### src/rtl/yuv_to_rgb_seq.sv
// Multi-cycle YUV->RGB converter: one shared signed multiplier sequenced by a
// six-state FSM. Each chroma term is rounded on its own, then summed into
// per-channel accumulators and saturated to YW bits in the final state.
module yuv_to_rgb_seq #(
  parameter int YW   = 8,
  parameter int CW   = 9,
  parameter int FRAC = 8,
  parameter int C_RV = 359,
  parameter int C_GU = 88,
  parameter int C_GV = 183,
  parameter int C_BU = 454
) (
  input  logic          clk,
  input  logic          rst_n,
  input  logic          start,
  input  logic [YW-1:0] y_in,
  input  logic [CW-1:0] u_in,
  input  logic [CW-1:0] v_in,
  output logic          busy,
  output logic          done,
  output logic [YW-1:0] r_out,
  output logic [YW-1:0] g_out,
  output logic [YW-1:0] b_out
);

  localparam int KW = 12;        // signed coefficient width
  localparam int PW = CW + 12;   // product width, headroom for the rounding add
  localparam int AW = 12;        // accumulator width

  localparam logic signed [KW-1:0] K_RV = KW'(C_RV);
  localparam logic signed [KW-1:0] K_GU = KW'(C_GU);
  localparam logic signed [KW-1:0] K_GV = KW'(C_GV);
  localparam logic signed [KW-1:0] K_BU = KW'(C_BU);
  localparam logic signed [PW-1:0] RND  = PW'(2 ** (FRAC - 1));
  localparam logic signed [AW-1:0] MAXV = AW'((2 ** YW) - 1);

  typedef enum logic [2:0] {
    IDLE = 3'd0,
    M_RV = 3'd1,
    M_GU = 3'd2,
    M_GV = 3'd3,
    M_BU = 3'd4,
    SAT  = 3'd5
  } state_t;

  state_t                state_q, state_d;
  logic [YW-1:0]         y_q, y_d;
  logic [CW-1:0]         u_q, u_d, v_q, v_d;
  logic signed [AW-1:0]  acc_r_q, acc_r_d, acc_g_q, acc_g_d, acc_b_q, acc_b_d;
  logic [YW-1:0]         r_q, r_d, g_q, g_d, b_q, b_d;
  logic                  done_q, done_d;

  logic signed [CW-1:0]  mul_x;
  logic signed [KW-1:0]  mul_c;
  logic signed [PW-1:0]  prod_rnd;
  logic signed [AW-1:0]  term;
  logic signed [AW-1:0]  y_ext;

  function automatic logic [YW-1:0] sat(input logic signed [AW-1:0] a);
    if (a[AW-1])      sat = '0;
    else if (a > MAXV) sat = '1;
    else              sat = a[YW-1:0];
  endfunction

  // Operand/coefficient select for the shared multiplier, then round and floor-shift.
  always_comb begin
    mul_x = $signed(u_q);
    mul_c = K_GU;
    case (state_q)
      M_RV:    begin mul_x = $signed(v_q); mul_c = K_RV; end
      M_GU:    begin mul_x = $signed(u_q); mul_c = K_GU; end
      M_GV:    begin mul_x = $signed(v_q); mul_c = K_GV; end
      M_BU:    begin mul_x = $signed(u_q); mul_c = K_BU; end
      default: ;
    endcase
    prod_rnd = PW'(mul_x) * PW'(mul_c) + RND;
    term     = AW'(prod_rnd >>> FRAC);
    y_ext    = $signed({{(AW-YW){1'b0}}, y_q});
  end

  // Next-state, operand capture, accumulation and saturation.
  always_comb begin
    state_d = state_q;
    y_d     = y_q;
    u_d     = u_q;
    v_d     = v_q;
    acc_r_d = acc_r_q;
    acc_g_d = acc_g_q;
    acc_b_d = acc_b_q;
    r_d     = r_q;
    g_d     = g_q;
    b_d     = b_q;
    done_d  = 1'b0;
    case (state_q)
      IDLE: if (start) begin
        state_d = M_RV;
        y_d     = y_in;
        u_d     = u_in;
        v_d     = v_in;
      end
      M_RV: begin acc_r_d = y_ext + term;   state_d = M_GU; end
      M_GU: begin acc_g_d = y_ext - term;   state_d = M_GV; end
      M_GV: begin acc_g_d = acc_g_q - term; state_d = M_BU; end
      M_BU: begin acc_b_d = y_ext + term;   state_d = SAT;  end
      SAT: begin
        r_d     = sat(acc_r_q);
        g_d     = sat(acc_g_q);
        b_d     = sat(acc_b_q);
        done_d  = 1'b1;
        state_d = IDLE;
      end
      default: state_d = IDLE;
    endcase
  end

  // State, operand, accumulator and output registers.
  always_ff @(posedge clk or negedge rst_n) begin
    if (!rst_n) begin
      state_q <= IDLE;
      y_q     <= '0;
      u_q     <= '0;
      v_q     <= '0;
      acc_r_q <= '0;
      acc_g_q <= '0;
      acc_b_q <= '0;
      r_q     <= '0;
      g_q     <= '0;
      b_q     <= '0;
      done_q  <= 1'b0;
    end else begin
      state_q <= state_d;
      y_q     <= y_d;
      u_q     <= u_d;
      v_q     <= v_d;
      acc_r_q <= acc_r_d;
      acc_g_q <= acc_g_d;
      acc_b_q <= acc_b_d;
      r_q     <= r_d;
      g_q     <= g_d;
      b_q     <= b_d;
      done_q  <= done_d;
    end
  end

  assign busy  = (state_q != IDLE);
  assign done  = done_q;
  assign r_out = r_q;
  assign g_out = g_q;
  assign b_out = b_q;

endmodule

### config.mk
export PLATFORM = sky130hd
export DESIGN_NAME = yuv_to_rgb_seq
export DESIGN_NICKNAME = d
export VERILOG_FILES = /design/src/rtl/yuv_to_rgb_seq.sv
export SDC_FILE = /design/constraint.sdc
export NUM_CORES = 1
export LEC_CHECK = 0
export CAP_MARGIN = 40
export CORE_UTILIZATION = 55
export CTS_CLUSTER_DIAMETER = 80
export DETAILED_ROUTE_END_ITERATION = 6
export PLACE_DENSITY = 0.75
export SYNTH_ARGS = -nofsm -noshare
export SYNTH_HDL_FRONTEND = slang
export SYNTH_SLANG_ARGS = --single-unit
export TNS_END_PERCENT = 50
### constraint.sdc
create_clock -name clk -period 18.2 [get_ports clk]
set_clock_uncertainty 0.1 [all_clocks]
set_input_delay 1.82 -clock clk [delete_from_list [all_inputs] [get_ports clk]]
set_output_delay 1.82 -clock clk [all_outputs]
set_load 0.01 [all_outputs]
==> key figures <==
Run status
  • Status: completed

Global routing
  • Vias in the first global route: 5987
  • GRT overflow: 0
  • All-layer global routing usage: 0.275
  • First-pass GRT wire length: 30700 um
  • Initial antenna violation count: 0
  • Pin count of the biggest net entering global routing: 60

Place
  • Placed Cells: 1032
  • Post-DP HPWL: 15000 um
  • GPL Wtd Cong: 0.943
  • Port Buf Inserts: 54

Synth
  • Fraction of registers with async set/reset: 1.00
  • Distinct cells, synth: 70
  • Mapped Cells: 833
  • Syn nets: 981
  • Cell taking the most area after synthesis: dfrtp_1
  • Synth Warn #: 0
  • Post-synthesis cell area: 7710 um2
  • Synth top area share: 0.292
  • Syn Area/Cell: 9.25 um2
  • Top post-synthesis cells by area: dfrtp_1, fa_1, ha_1
  • Register area share after synthesis: 0.292
  • Number of synthesized register bits: 90
  • Most used flip-flop cell after synthesis: dfrtp_1
  • Number of flops mapped to enable cells by yosys: 0

Setup path
  • Startpoint types: flip-flop
  • Critical Path RT: 18.33 ns
  • CP max stage delay: 0.74 ns
  • Arr. time, crit path: 9.62 ns
  • CP Capture Type: flip-flop
  • Crit Path Max Fanout: 19
  • Slowest CP cell: and2_1
  • Setup CP Type: reg2reg
  • R2r setup slk: 8.71 ns

CTS
  • Worst-Skew Late Latency: 0.36 ns
  • CTS Sinks: 90
  • Hold-fix buffers, CTS: 0
  • Number of gates resized after CTS: 0
  • Clk pin slew, worst setup/hold paths: 0.07 ns
  • H-tree depth: 3
  • CTS tree: built
  • Clk root buf: clkbuf_16
  • Post CTS Setup Buffer Count: 0
  • Num CTS Buffers: 9
  • Clock Tree Buf Depth: 2

STA
  • Setup violators final: 0
  • Final slew viol count: 0
  • Fin Hold WS: 0.378 ns
  • Worst-margin pin slew: 0.840 ns
  • RSZ-0062 raised after global routing: no
  • Post-route setup TNS: 0 ns
  • Min cycle time layout: 9.49 ns
  • Fin crit share: 0.521
  • Relative slew slack: 0.439
  • Final hold viol count: 0
  • Fmax: 105 MHz

Floorplanning
  • Core ar.: 13500 um2
  • Number of I/O pins: 55
  • # rows: 42
  • Die X-Extent: 120 um
  • Starting density of the core: 0.573
  • Die area: 14500 um2
  • Die height: 120 um

Routing
  • DR iter-0 viols: 640
  • Routed len/inst: 17.6 um
  • Via count: 6092
  • DRT Wirelength: 18500 um
  • DR DRC count: 0
  • Via density: 5.81
  • Number of routed nets with antenna violations: 0
  • 1st-pass router iterations: 7

Final layout
  • Post-layout net count: 1016
  • Area Growth Syn to Fin: 12.7%
  • Multi-input logic area: 5030 um2
  • # fillers: 1114
  • Most frequent cells in the layout: nand2_1, dfrtp_1, nor2_1
  • Most common cell after layout, fill and taps aside: nand2_1
  • Layout cells sized above 1: 0.0859
  • Reg area: 2250 um2
  • # diodes: 0
  • Post-route insts no fill: 1049
  • Util after Layout: 0.645

Flow run
  • Max cap viols: 0

Hold path
  • Hold crit path type: reg2reg
[sequential cells by signal, indices dropped and copies added, names as in the netlist]
name / cells
acc_b_q: 12
done: 1
acc_r_q: 12
r_out: 8
g_out: 8
u_q: 9
b_out: 8
state_q: 3
v_q: 9
y_q: 8
acc_g_q: 12
[stage by stage]
step	worst slack [ns]	area, um2
after floorplan	10.03	7710
after CTS	8.81	8680
after global placement	9.14	8350
after detailed placement	8.86	8370
final	8.71	8680
after global routing	8.00	8680
[area by class of cell]
cell class                      count  area share
Clock buffer                       11      0.0280
Timing Repair Buffer               59      0.0683
Sequential cell                    90       0.259
Inverter                           76      0.0329
Multi-Input combinational cell    632       0.579
Tap cell                          176      0.0254
Clock inverter                      5     0.00692
[worst max-delay path, delay by kind of cell (launching register included)]
| family | cells | cell delay (ns) |
|---|---|---|
| buffers and inverters | 5 | 0.43 |
| AND/OR/NAND/NOR | 7 | 2.08 |
| AO/OA/AOI/OAI | 12 | 2.73 |
| flip-flops | 1 | 0.52 |
| XOR/XNOR | 1 | 0.30 |
| adder cells (fa/ha/maj) | 7 | 3.18 |
[cells by family (layout without fill, tap and decap cells)]
logic type	Yosys count	count (layout)	share of synthesized area
AND/OR/NAND/NOR	298	298	0.181
AO/OA/AOI/OAI	142	142	0.136
adder cells (fa/ha/maj)	120	120	0.242
buffers and inverters	111	151	0.0555
flip-flops	90	90	0.292
XOR/XNOR	38	38	0.0442
multiplexers	34	34	0.0492
[synth_stat cells (3+ instances only)]
library cell / count
a21o_1: 11
mux2i_1: 5
xnor2_1: 29
o31ai_1: 29
dfrtp_1: 90
fa_1: 49
a21oi_1: 27
o21ai_0: 31
clkbuf_1: 26
inv_1: 76
and2_1: 11
nor2_1: 82
and3_1: 14
or3_1: 6
nor2b_1: 6
nand2b_1: 8
nand4_1: 4
o21a_1: 5
o21ai_1: 4
or2_2: 6
nand3_1: 8
o21bai_1: 4
a211o_1: 3
nor3_1: 9
mux2_2: 27
a211oi_1: 3
xor2_1: 8
nor4_2: 3
nand2_1: 126
buf_1: 7
ha_1: 70
[worst paths after layout]
check                               to        from  cells past startpoint
min in group asynchronous     g_out[4]       rst_n                      1
max                        acc_g_q[10]  state_q[1]                     32
min                           b_out[1]    b_out[1]                      2
min reg2reg                   b_out[1]    b_out[1]                      2
max reg2reg                acc_g_q[10]  state_q[1]                     32
max in group asynchronous       u_q[0]       rst_n                      3
[metal layers]
layer	up-vias	track usage	wire length, um
met1	2961	0.381	8340
met2	222	0.447	8760
met4	0	0.0872	420
met5	-	0	0
met3	32	0.0387	975
li1	2877	-	-
Power is left out: the tool's default activity adds up to more than one toggle a clock period on the data nets, which glitch-free logic cannot reach.
